===== config.mk =====
export PLATFORM = sky130hd
export DESIGN_NAME = flasher_ctrl
export DESIGN_NICKNAME = d
export VERILOG_FILES = /design/src/rtl/flasher_pkg.sv /design/src/rtl/flasher_ctrl_btn_debounce.sv /design/src/rtl/flasher_ctrl.sv
export SDC_FILE = /design/constraint.sdc
export NUM_CORES = 1
export LEC_CHECK = 0
export ABC_AREA = 1
export CORE_MARGIN = 10
export CORE_UTILIZATION = 50
export CTS_CLUSTER_DIAMETER = 80
export DETAILED_ROUTE_END_ITERATION = 8
export MAX_ROUTING_LAYER = met4
export PLACE_DENSITY = 0.78
export SLEW_MARGIN = 20
export SYNTH_ARGS = -nofsm -noshare
export SYNTH_HDL_FRONTEND = slang
export SYNTH_SLANG_ARGS = --single-unit

===== constraint.sdc =====
create_clock -name clk -period 4.15 [get_ports clk]
set_input_delay 0.83 -clock clk [delete_from_list [all_inputs] [get_ports clk]]
set_output_delay 0.83 -clock clk [all_outputs]
set_load 0.02 [all_outputs]

===== src/rtl/flasher_pkg.sv =====
// Shared types and constants for the bound-flasher controller.
package flasher_pkg;

    localparam int unsigned LED_W        = 16;
    localparam int unsigned KICK_TIMEOUT = 4;

    typedef enum logic [1:0] {
        StIdle,
        StKick,
        StRun
    } state_t;

endpackage


===== src/rtl/flasher_ctrl_btn_debounce.sv =====
// Button conditioning: 2-flop synchronizer, stable-count debouncer and press detect.
module btn_debounce #(
    parameter int unsigned DEB_CYCLES = 4
) (
    input  logic clk,
    input  logic rst,
    input  logic btn_in,
    output logic deb,
    output logic press
);

    localparam int unsigned CntW = $clog2(DEB_CYCLES + 1);

    logic            sync1_q, sync2_q;
    logic [CntW-1:0] mis_cnt_q, mis_cnt_d;
    logic            deb_q, deb_d;
    logic            deb_prev_q;

    always_ff @(posedge clk or posedge rst) begin
        if (rst) begin
            sync1_q    <= 1'b0;
            sync2_q    <= 1'b0;
            mis_cnt_q  <= '0;
            deb_q      <= 1'b0;
            deb_prev_q <= 1'b0;
        end else begin
            sync1_q    <= btn_in;
            sync2_q    <= sync1_q;
            mis_cnt_q  <= mis_cnt_d;
            deb_q      <= deb_d;
            deb_prev_q <= deb_q;
        end
    end

    // The last mismatching cycle flips the level and restarts the count.
    always_comb begin
        mis_cnt_d = '0;
        deb_d     = deb_q;
        if (sync2_q != deb_q) begin
            if (mis_cnt_q == CntW'(DEB_CYCLES - 1)) begin
                deb_d = ~deb_q;
            end else begin
                mis_cnt_d = mis_cnt_q + 1'b1;
            end
        end
    end

    assign deb   = deb_q;
    assign press = deb_q & ~deb_prev_q;

endmodule


===== src/rtl/flasher_ctrl.sv =====
// Sequencer for the 16-LED bound flasher: step prescaler, start/run/auto-repeat FSM
// and run bookkeeping. All outputs are registered.
module flasher_ctrl
    import flasher_pkg::*;
#(
    parameter int unsigned DEB_CYCLES = 4,
    parameter int unsigned DIV_W      = 16,
    parameter int unsigned RUN_W      = 8
) (
    input  logic             clk,
    input  logic             rst,
    input  logic             btn_in,
    input  logic [DIV_W-1:0] div_val,
    input  logic             auto_en,
    input  logic [RUN_W-1:0] auto_runs,
    input  logic [LED_W-1:0] leds,
    output logic             step_en,
    output logic             flick,
    output logic             busy,
    output logic             done,
    output logic             err,
    output logic [RUN_W-1:0] run_cnt
);

    localparam int unsigned KickW = $clog2(KICK_TIMEOUT + 1);

    logic deb, press;

    btn_debounce #(
        .DEB_CYCLES(DEB_CYCLES)
    ) u_btn_debounce (
        .clk   (clk),
        .rst   (rst),
        .btn_in(btn_in),
        .deb   (deb),
        .press (press)
    );

    state_t             state_q, state_d;
    logic [DIV_W-1:0]   cnt_q, cnt_d;
    logic               step_en_q, step_en_d;
    logic [RUN_W-1:0]   runs_left_q, runs_left_d;
    logic [KickW-1:0]   kick_steps_q, kick_steps_d;
    logic [RUN_W-1:0]   run_cnt_q, run_cnt_d;
    logic               flick_q, flick_d;
    logic               busy_q, busy_d;
    logic               done_q, done_d;
    logic               err_q, err_d;
    logic [RUN_W-1:0]   runs_load;

    assign runs_load = (auto_en && (auto_runs != '0)) ? auto_runs : RUN_W'(1);

    always_ff @(posedge clk or posedge rst) begin
        if (rst) begin
            state_q      <= StIdle;
            cnt_q        <= '0;
            step_en_q    <= 1'b0;
            runs_left_q  <= '0;
            kick_steps_q <= '0;
            run_cnt_q    <= '0;
            flick_q      <= 1'b0;
            busy_q       <= 1'b0;
            done_q       <= 1'b0;
            err_q        <= 1'b0;
        end else begin
            state_q      <= state_d;
            cnt_q        <= cnt_d;
            step_en_q    <= step_en_d;
            runs_left_q  <= runs_left_d;
            kick_steps_q <= kick_steps_d;
            run_cnt_q    <= run_cnt_d;
            flick_q      <= flick_d;
            busy_q       <= busy_d;
            done_q       <= done_d;
            err_q        <= err_d;
        end
    end

    // '>=' rather than '==' so a divider lowered mid-count fires on the next cycle.
    always_comb begin
        step_en_d = 1'b0;
        cnt_d     = cnt_q + 1'b1;
        if (cnt_q >= div_val) begin
            step_en_d = 1'b1;
            cnt_d     = '0;
        end
    end

    always_comb begin
        state_d      = state_q;
        runs_left_d  = runs_left_q;
        kick_steps_d = kick_steps_q;
        run_cnt_d    = run_cnt_q;
        unique case (state_q)
            StIdle: begin
                if (press && (leds == '0)) begin
                    state_d      = StKick;
                    runs_left_d  = runs_load;
                    kick_steps_d = '0;
                end
            end
            StKick: begin
                if (leds != '0) begin
                    state_d = StRun;
                end else if (step_en_q) begin
                    if (kick_steps_q == KickW'(KICK_TIMEOUT - 1)) begin
                        state_d = StIdle;
                    end else begin
                        kick_steps_d = kick_steps_q + 1'b1;
                    end
                end
            end
            StRun: begin
                // Run end takes priority; a press here is simply not looked at.
                if (leds == '0) begin
                    if (run_cnt_q != '1) begin
                        run_cnt_d = run_cnt_q + 1'b1;
                    end
                    runs_left_d  = runs_left_q - 1'b1;
                    kick_steps_d = '0;
                    state_d      = (runs_left_q > RUN_W'(1)) ? StKick : StIdle;
                end
            end
            default: state_d = StIdle;
        endcase
    end

    always_comb begin
        flick_d = 1'b0;
        unique case (state_d)
            StKick:  flick_d = 1'b1;
            StRun:   flick_d = deb;
            default: flick_d = 1'b0;
        endcase
        busy_d = (state_d != StIdle);
        done_d = (state_q == StRun) && (state_d == StIdle);
        err_d  = (state_q == StKick) && (state_d == StIdle);
    end

    assign step_en = step_en_q;
    assign flick   = flick_q;
    assign busy    = busy_q;
    assign done    = done_q;
    assign err     = err_q;
    assign run_cnt = run_cnt_q;

endmodule


==> results.cfg <==
[outcome]
run_status = completed

[floorplan]
floorplan.initialDensity_pct = 51.03
num_rows = 29
floorplan_die_height_um = 100.3
core_region_area_um2 = 6314
floorplan.io_pins = 57
die_width_um = 100.3
die_area_um2 = 10050

[critical_path]
critPathCaptureType = flip-flop
cp_arrival_ns = 2.50
r2r_cells = 7
critPathCapture = flick
regToRegEndpoint = flick
cp_data_required_time_ns = 4.34
startpoint_type = input port
worstPathMaxFanout = 6
ff2ff_setup_slack_ns = 2.02
worstReg2RegStart = state_q[1]
worstSetupStartpoint = leds[5]
critical_path_class = in -> reg

[timing]
max_slew_margin_pct = 44.50
finalClockSkew_ns = 0.006486
tightest_slew_ns = 0.8325
fmax_mhz = 433.5
finalSetupTns_ns = 0
count_of_endpoints_failing_hold_in_the_final_timing_report = 0
final_setup_violation_count = 0
fin_crit_sh_pct = 55.58
timing.final.max_slew_violations = 0
grt_setup_unrepaired = false
finalWorstPathRequiredPeriod_ns = 2.307

[yosys]
synth-edff-count = 0
ys_seq_elements = 49
postSynthAreaPerCell_um2 = 7.599
synth_largest_area_cell = sky130_fd_sc_hd__dfrtp_1
synth_most_common_cell = sky130_fd_sc_hd__nand2_1
synth_top_cell_area_share_pct = 38.06
ys_seq_area_share_pct = 38.06
postSynth.topFlopCell = sky130_fd_sc_hd__dfrtp_1
synthesized_net_count = 494
mappedNetlistArea_um2 = 3222
ranking_of_synthesized_cells_by_area = sky130_fd_sc_hd__dfrtp_1 (38%), sky130_fd_sc_hd__nand2_1 (14%), sky130_fd_sc_hd__ha_1 (10%)
yosysWarnings = 0
post_synth_inst_count = 424
async_flop_share_pct = 100.0
synth.distinct_cells = 35
synth.top_cells.by_count = sky130_fd_sc_hd__nand2_1 (117), sky130_fd_sc_hd__nor2_1 (58), sky130_fd_sc_hd__inv_1 (56)

[power]
clock_power_share_pct = 25.5
max-vdd-ir-drop_mv = 0.2334
internal-power_uw = 807.2
power.share.switching_pct = 31.00
share_seq_of_total_power_pct = 50.5
power.share.combinational_pct = 24.0
total_leakage_power_nw = 1.978
pwr_density_cell_nw_per_um2 = 296.1
netSwitchingPower_uw = 362.6

[cells_and_area]
post_route_cells_drive_above_1_share_pct = 7.835
finalInstanceArea_um2 = 3951
area_growth_syn_to_layout_pct = 22.64
antenna-diode-count = 0
finish.net_count = 554

[global_route]
global_route.overflow_total = 0
first_pass_grt_wire_length_um = 11580
track_usage_pct = 13.85
maximum_number_of_pins_on_one_net_before_global_route_repair = 50
grt_antenna_before_repair = 0
first_global_vias = 2693

[clocking]
cts_num_sinks = 49
clk-insertion-delay-late_ns = 0.29
clock_tree.root_cell = sky130_fd_sc_hd__clkbuf_8
cts_setup_buffers = 0
cts_max_level = 2
worst_setup_hold_path_clk_slew_ns = 0.08
cts.repair.resized = 0
cts.hold.buffers_added = 0
cts_tree = yes
cts_buffers = 5
maximum_clock_path_buffer_count = 2

[routing]
detail_route.wirelength_um = 6874
first_pass_iters = 4
route.vias.total = 2788
first_iter_violations = 106
avgViaCountPerCell = 4.961
route.detailed.drc = 0
detail_route.wl_per_cell_um = 12.23
ant_nets = 0

[placement]
placed_cell_area_um2 = 3849
place.detailed.hpwl_um = 5436
gp_congestion = 0.8865
buffer_ports.inserted = 56

[worst_hold_path]
hold_path_class = reg -> reg

[run]
maxcap_viol_count = 0
## kinds of logic (layout without fill, tap and decap cells)
group                    Yosys count  after routing  synth area share (%)
flip-flops                        49             49                 38.06
XOR/XNOR                          16             16                 4.350
AO/OA/AOI/OAI                     31             31                 5.748
buffers and inverters             65            126                 8.194
adder cells (fa/ha/maj)           26             26                 10.10
AND/OR/NAND/NOR                  237            237                 33.55
## stage by stage
stage                     cells  power (mW)  setup slack (ns)  util, %  hold WS (ns)
after floorplan             424      0.7836             2.089        -        0.3312
after global placement      554      0.8616             1.603    60.96        0.3342
after detailed placement    554      0.8834             1.521    60.96        0.3364
after CTS                   562       1.188             1.851    62.56        0.3555
after global routing        562       1.254             1.679    62.58        0.3872
final                       562       1.170             1.843    62.58        0.3517
## worst min-delay path by stage
stage | cells past startpoint | endpoint | from
after floorplan | 0 | u_btn_debounce.sync2_q | u_btn_debounce.sync1_q
after global placement | 0 | u_btn_debounce.sync2_q | u_btn_debounce.sync1_q
after detailed placement | 0 | u_btn_debounce.sync2_q | u_btn_debounce.sync1_q
after CTS | 0 | u_btn_debounce.sync2_q | u_btn_debounce.sync1_q
after global routing | 0 | u_btn_debounce.sync2_q | u_btn_debounce.sync1_q
final | 0 | u_btn_debounce.sync2_q | u_btn_debounce.sync1_q
## power groups by stage
| stage | Clock [mW] | Combinational (mW) | Sequential (mW) |
|---|---|---|---|
| final | 0.298 | 0.281 | 0.591 |
| after global routing | 0.330 | 0.325 | 0.598 |
| after CTS | 0.313 | 0.285 | 0.590 |
| after detailed placement | 0 | 0.283 | 0.600 |
| after global placement | 0 | 0.267 | 0.594 |
| after floorplan | 0 | 0.202 | 0.582 |
## cells in the final DEF (no fill, tap or decap), types with 3 or more instances in the layout
master | synthesis | layout
sky130_fd_sc_hd__a21oi_1 | 9 | 9
sky130_fd_sc_hd__clkbuf_8 | 0 | 7
sky130_fd_sc_hd__clkdlybuf4s50_1 | 0 | 56
sky130_fd_sc_hd__clkinv_2 | 1 | 3
sky130_fd_sc_hd__dfrtp_1 | 49 | 49
sky130_fd_sc_hd__ha_1 | 26 | 26
sky130_fd_sc_hd__inv_1 | 56 | 55
sky130_fd_sc_hd__inv_2 | 5 | 5
sky130_fd_sc_hd__nand2_1 | 117 | 117
sky130_fd_sc_hd__nand2_2 | 3 | 3
sky130_fd_sc_hd__nand3_1 | 28 | 28
sky130_fd_sc_hd__nand3_2 | 4 | 4
sky130_fd_sc_hd__nand4_1 | 5 | 5
sky130_fd_sc_hd__nor2_1 | 58 | 58
sky130_fd_sc_hd__nor2_2 | 3 | 3
sky130_fd_sc_hd__nor2_4 | 5 | 5
sky130_fd_sc_hd__nor3_1 | 4 | 4
sky130_fd_sc_hd__o21ai_0 | 10 | 10
sky130_fd_sc_hd__o21ai_1 | 5 | 5
sky130_fd_sc_hd__xnor2_1 | 8 | 8
sky130_fd_sc_hd__xor2_1 | 8 | 8
## registers in the layout, indices dropped and copies added, names as in the netlist
register,cells
done,1
kick_steps_q,3
u_btn_debounce.mis_cnt_q,3
u_btn_debounce.sync2_q,1
u_btn_debounce.deb,1
state_q,2
run_cnt,8
busy,1
step_en,1
u_btn_debounce.sync1_q,1
err,1
flick,1
u_btn_debounce.deb_prev_q,1
runs_left_q,8
cnt_q,16
## layer usage
| metal | wire length, um | track usage (%) |
|---|---|---|
| met1 | 3054 | 16.20 |
| met2 | 3446 | 23.19 |
| met3 | 294 | 3.365 |
| met4 | 78 | 3.696 |
| met5 | 0 | - |
## area by class of cell
class	instances	area, um2
Multi-Input combinational cell	310	1732
Tap cell	77	96.34
Fill cell	574	2362
Sequential cell	49	1226
Clock inverter	1	5.005
Inverter	62	235.2
Timing Repair Buffer	56	560.5
Clock buffer	7	96.34
## critical path, stage by stage
cell and delay (ns):
sky130_fd_sc_hd__clkdlybuf4s50_1 0.40, sky130_fd_sc_hd__nor2_1 0.10, sky130_fd_sc_hd__nand2_1 0.09, sky130_fd_sc_hd__nor2_4 0.16, sky130_fd_sc_hd__nand2_4 0.12, sky130_fd_sc_hd__nor2_4 0.15
sky130_fd_sc_hd__nand2_1 0.10, sky130_fd_sc_hd__o21ai_2 0.10, sky130_fd_sc_hd__inv_2 0.06, sky130_fd_sc_hd__ha_1 0.29, sky130_fd_sc_hd__inv_1 0.05, sky130_fd_sc_hd__nor2_1 0.03
No activity file was read; power rests on OpenSTA's default activity.
==> edit 1, RTL diff (config.mk and constraints unchanged) <==
Make the reset (`rst`) synchronous in 2 clocked blocks.
--- a/src/rtl/flasher_ctrl_btn_debounce.sv
+++ b/src/rtl/flasher_ctrl_btn_debounce.sv
@@ -17,5 +17,5 @@
     logic            deb_prev_q;
 
-    always_ff @(posedge clk or posedge rst) begin
+    always_ff @(posedge clk) begin
         if (rst) begin
             sync1_q    <= 1'b0;
--- a/src/rtl/flasher_ctrl.sv
+++ b/src/rtl/flasher_ctrl.sv
@@ -51,5 +51,5 @@
     assign runs_load = (auto_en && (auto_runs != '0)) ? auto_runs : RUN_W'(1);
 
-    always_ff @(posedge clk or posedge rst) begin
+    always_ff @(posedge clk) begin
         if (rst) begin
             state_q      <= StIdle;
Function: differs if rst is asserted again (counterexample within 4 cycles, from zero or initial values and one cycle with rst high); with rst held inactive, the same outputs for 10 cycles.
==> edit 1 against the original RTL <==
Synthesized area shrank 4.3%. Die area shrank 3.4%. Sequential cell count is the same. Cell area shrank 3.5%. Critical path depth shrank 2. Synthesized cell count grew 4.2%. Worst setup slack lost 0.022 ns. Routed wire length shrank 3.1%. Critical endpoint is now cnt_q[10]$_SDFF_PP0_. Fmax shrank 0.95%. Non-clock buffer count grew 1.
Power is not compared: it rests on default switching activity, and its combinational part moved more than twofold at a synthesized area within 25%.
==> edit 1: results (changes against the original RTL) <==
- Post-Syn Nets: 513 (+3.8%)
- Buffers on Ports: 56 (unchanged)
- Synth cell count leaders: nand2_1, inv_1, nor2_1
- Initial antenna violation count: 0 (unchanged)
- Vias: 2807 (+0.68%)
- Largest net degree at the start of global routing: 23 (-54%)
- H-tree Lvls: 2 (unchanged)
- GRT Util Overall: 0.139 (about the same)
- CP max FO: 16 (+10)
- ANT cells: 0 (unchanged)
- Max clock buf depth: 2 (unchanged)
- Worst-case vdd ir drop: about 0.00019 V
- Arr. time, crit path: 2.56 ns (+0.06 ns)
- Setup bufs post-CTS: 0 (unchanged)
- Global placement routability congestion: 0.896 (+1.0%)
- Post-DP HPWL: 5.33 mm (-2.0%)
- Yosys warnings: 0 (unchanged)
- Asr flop ratio synth: 0 (-1.00)
- Vias in the first global route: 2576 (-4.3%)
- # resized after CTS: 0 (unchanged)
- Layout cells sized above 1: 0.0798 (+0.00149)
- Largest Register: cnt_q
- CTS root buffer: clkbuf_8
- Largest register FFs: 16 (unchanged)
- Fill cell count: 561 (-2.3%)
- Dpl ws: 1.47 ns (-0.0458 ns)
- Top post-synthesis cells by area: dfxtp_1, ha_1, nand2_1, inv_1, nor2_1
- Register area share after synthesis: 0.318 (-0.0625)
- Leak: 1.73 nW
- Fin nets: 571 (+3.1%)
- Mean routed wirelength per cell: 11.6 microns (-5.5%)
- Clk slew on worst S/H paths: 0.08 ns (about the same)
- Ys flop type: dfxtp_1
- Initial detailed-routing violation count: 151 (+42%)
- Num CTS Buffers: 5 (unchanged)
- Netlist cell types: 33 (-5.7%)
- Status: finished, final reports clean
- First-pass GRT wire length: 11.4 mm (-1.7%)
- Clk_skew: 0.00221 ns (-0.00428 ns)
- Hold Crit Class: reg2reg
- Slew @ Worst Pin: 0.454 ns (-0.378 ns)
- Clk_lat worst skew: 0.29 ns (about the same)
- Pre-antenna DRT Iters: 4 (unchanged)
-- edit 1: layer usage --
metal	part of all wire	GRT usage
met1	0.48	0.171
met2	0.46	0.223
met3	0.043	0.0230
met4	0.013	0.0485
met5	0	-
-- edit 1: logic make-up after synthesis --
group / after synthesis / share of synthesized area
compound gates: 53 / 0.0921
buf+inv: 85 / 0.107
simple gates: 212 / 0.328
flops: 49 / 0.318
xor+xnor: 16 / 0.0454
fa+ha+maj: 27 / 0.110
-- edit 1: critical path: stages --
cell,delay (ns)
clkdlybuf4s50_1,0.46
inv_1,0.04
ha_1,0.29
nand2_1,0.06
inv_1,0.04
o21bai_1,0.12
a21oi_1,0.09
nor2_2,0.15
nand3_2,0.30
nor2_1,0.18
-- edit 1: cell type report --
type	count	area share
clock buffer	7	0.0253
tap	75	0.0246
timing repair buffer	57	0.149
multi-input combinational	308	0.465
inverter	79	0.0777
clock inverter	1	0.00131
sequential	49	0.257
-- edit 1: final timing paths --
| check | from | to | slack, ns | depth (start not counted) |
|---|---|---|---|---|
| worst max-delay path | div_val[9] | cnt_q[10]$_SDFF_PP0_ | 1.82 | 10 |
| worst min-delay path | u_btn_debounce.sync1_q$_SDFF_PP0_ | u_btn_debounce.sync2_q$_SDFF_PP0_ | 0.41 | 2 |
| worst max register to register | state_q[1]$_SDFF_PP0_ | flick$_SDFF_PP0_ | 2.34 | 8 |
| worst min register to register | u_btn_debounce.sync1_q$_SDFF_PP0_ | u_btn_debounce.sync2_q$_SDFF_PP0_ | 0.41 | 2 |
-- edit 1: where the power goes --
group          switching [mW]  internal [mW]  total, mW
registers             0.00352          0.473      0.477
logic                  0.0349         0.0520     0.0870
clock network           0.150          0.151      0.300
-- edit 1: metrics by stage --
step	util	cell area, sq um	hold WS [ns]	cells	total power, mW
2_1_floorplan	-	3080	0.388	442	0.525
3_3_place_gp	0.624	3710	0.391	568	0.574
3_5_place_dp	0.624	3710	0.398	568	0.576
4_1_cts	0.641	3810	0.410	576	0.874
5_1_grt	0.641	3810	0.436	576	0.903
6_report	0.641	3810	0.406	576	0.864
==> edit 2, RTL diff (same settings) <==
Made on the original files. Change the parameter `DIV_W` from 16 to 14.
--- a/src/rtl/flasher_ctrl.sv
+++ b/src/rtl/flasher_ctrl.sv
@@ -5,5 +5,5 @@
 #(
     parameter int unsigned DEB_CYCLES = 4,
-    parameter int unsigned DIV_W      = 16,
+    parameter int unsigned DIV_W      = 14,
     parameter int unsigned RUN_W      = 8
 ) (
Ports: changed (resized div_val); port bits go from 57 to 55. No check against the original RTL was run, so the function may have changed too.
==> edit 2 against the original RTL <==
Total power fell by 0.90%. Clock skew decreased by 0.0017 ns. Worst setup slack improved by 0.024 ns. Fmax rose by 1.1%. Critical path depth decreased by 2. Synthesized area shrank 2.5%. Largest cell class unchanged. Routed wire length is 4.8% lower. Largest power group unchanged. Highest routed layer unchanged. Combinational power is 13% lower. Sequential cell count is 2 lower. First-iteration DRC count grew 10%. Sequential share of layout area down 0.58 points. Cell area is 2.2% lower. Non-clock buffer count is 2 lower.
==> edit 2: results (changes against the original RTL) <==
- Status: finished, final reports clean
- Largest Register: cnt_q
- Post-DP HPWL: 5.31 mm (-2.3%)
- Buffers on Ports: 54 (-3.6%)
- Initial detailed-routing violation count: 117 (+10%)
- # resized after CTS: 0 (unchanged)
- Dpl ws: 1.56 ns (+0.0352 ns)
- Post-Syn Nets: 479 (-3.0%)
- Routed WL: 6.55 mm (-4.8%)
- Pre-antenna DRT Iters: 4 (unchanged)
- Yosys warnings: 0 (unchanged)
- Hold Crit Class: reg2reg
- Worst-case vdd ir drop: 0.000241 V (+3.3%)
- Global placement routability congestion: 0.905 (+2.1%)
- Initial antenna violation count: 0 (unchanged)
- Rel. slew slack: 0.371 (-0.0738)
- H-tree Lvls: 2 (unchanged)
- Fin nets: 537 (-3.1%)
- Vias per cell: 4.96 (about the same)
- Register area share after synthesis: 0.375 (-0.00608)
- Adder-Cell Fraction of Synth Area: 0.0956 (-0.00535)
- Synth cell count leaders: nand2_1, nor2_1, inv_1
- Ys flop type: dfrtp_1
- CTS root buffer: clkbuf_8
- Fill cell count: 539 (-6.1%)
- Num CTS Buffers: 5 (unchanged)
- Vias in the first global route: 2693 (unchanged)
- Clk_lat worst skew: 0.30 ns
- Layout cells sized above 1: 0.0805 (+0.00216)
- Mux cell area share after synthesis: 0 (unchanged)
- XOR/XNOR Fraction of Synth Area: 0.0474 (+0.00392)
- Leak: 1.92 nW (-3.0%)
- ANT cells: 0 (unchanged)
- CP max FO: 15 (+9)
- Max clock buf depth: 2 (unchanged)
- Compound-Gate Fraction of Synth Area: 0.0466 (-0.0109)
- Top post-synthesis cells by area: dfrtp_1, nand2_1, ha_1, nor2_1, inv_1
- GRT Util Overall: 0.140 (+0.00168)
- Netlist cell types: 32 (-8.6%)
- Largest register FFs: 14 (-2)
- Setup bufs post-CTS: 0 (unchanged)
- Clk_skew: 0.00476 ns (-0.00172 ns)
- Arr. time, crit path: 2.51 ns (about the same)
- Clk slew on worst S/H paths: 0.08 ns (about the same)
- Drt drc: 0 (unchanged)
- First-pass GRT wire length: 11.6 mm (about the same)
- Largest net degree at the start of global routing: 48 (-4.0%)
- Asr flop ratio synth: 1.00 (unchanged)
==> edit 2: cell count changes after synthesis, sizes merged, moves of 2 or more <==
cell and delta:
ha -2, nand3 +9, nand4 -3, nand2 -12, xor2 +4, nor2 +11
inv -5, dfrtp -2, o21ai -8, xnor2 -3
==> edit 2: where the power goes <==
part           internal, mW  leakage, nW  switching (mW)
registers             0.509        0.601          0.0569
logic                 0.118         1.26           0.128
clock network         0.195       0.0612           0.154
total                 0.821         1.92           0.338
==> edit 2: metal layers <==
layer | vias up | share of wire | global-route usage
met5 | - | 0 | -
met4 | 0 | 0.0078 | 0.0265
met3 | 9 | 0.046 | 0.0422
met2 | 45 | 0.50 | 0.240
met1 | 1242 | 0.45 | 0.158
li1 | 1419 | - | -
==> edit 2: kinds of logic after synthesis <==
logic type / Yosys count
flip-flops: 47
AO/OA/AOI/OAI: 24
XOR/XNOR: 17
adder cells (fa/ha/maj): 24
AND/OR/NAND/NOR: 242
buffers and inverters: 59
==> edit 2: critical path: stages <==
cell	delay, ns
clkdlybuf4s50_1	0.45
inv_1	0.04
ha_1	0.29
nand2_1	0.07
inv_1	0.03
o21bai_1	0.14
nand3_1	0.11
nand2_1	0.08
nand3_2	0.27
nor2_1	0.19
==> edit 2: metrics by stage <==
step | cells | instance area, sq um | total power [mW] | hold WS (ns) | util
finish | 547 | 3860 | 1.16 | 0.357 | 0.641
floorplan | 413 | 3140 | 0.732 | 0.331 | -
detailed placement | 539 | 3740 | 0.822 | 0.337 | 0.621
global placement | 539 | 3740 | 0.808 | 0.332 | 0.621
global route | 547 | 3860 | 1.24 | 0.383 | 0.641
CTS | 547 | 3860 | 1.17 | 0.357 | 0.641
==> edit 2: worst paths after layout <==
check                                                 start                               endpoint  slack (ns)  cells past startpoint
hold reg to reg            u_btn_debounce.sync1_q$_DFF_PP0_       u_btn_debounce.sync2_q$_DFF_PP0_        0.36                      0
setup / recovery                                 div_val[3]                     cnt_q[9]$_DFF_PP0_        1.87                     10
hold / removal             u_btn_debounce.sync1_q$_DFF_PP0_       u_btn_debounce.sync2_q$_DFF_PP0_        0.36                      0
min in group asynchronous                               rst  u_btn_debounce.mis_cnt_q[0]$_DFF_PP0_        1.07                      2
max in group asynchronous                               rst                      step_en$_DFF_PP0_        2.51                      2
setup reg to reg                       state_q[1]$_DFF_PP0_                        flick$_DFF_PP0_        2.28                      8
==> edit 2: final cells by class <==
| cell class | instances | area (sq um) | share of cell area |
|---|---|---|---|
| Clock buffer | 6 | 82.6 | 0.0214 |
| Multi-Input combinational cell | 307 | 1720 | 0.446 |
| Tap cell | 75 | 93.8 | 0.0243 |
| Clock inverter | 2 | 35.0 | 0.00907 |
| Inverter | 56 | 210 | 0.0544 |
| Timing Repair Buffer | 54 | 541 | 0.140 |
| Sequential cell | 47 | 1180 | 0.305 |
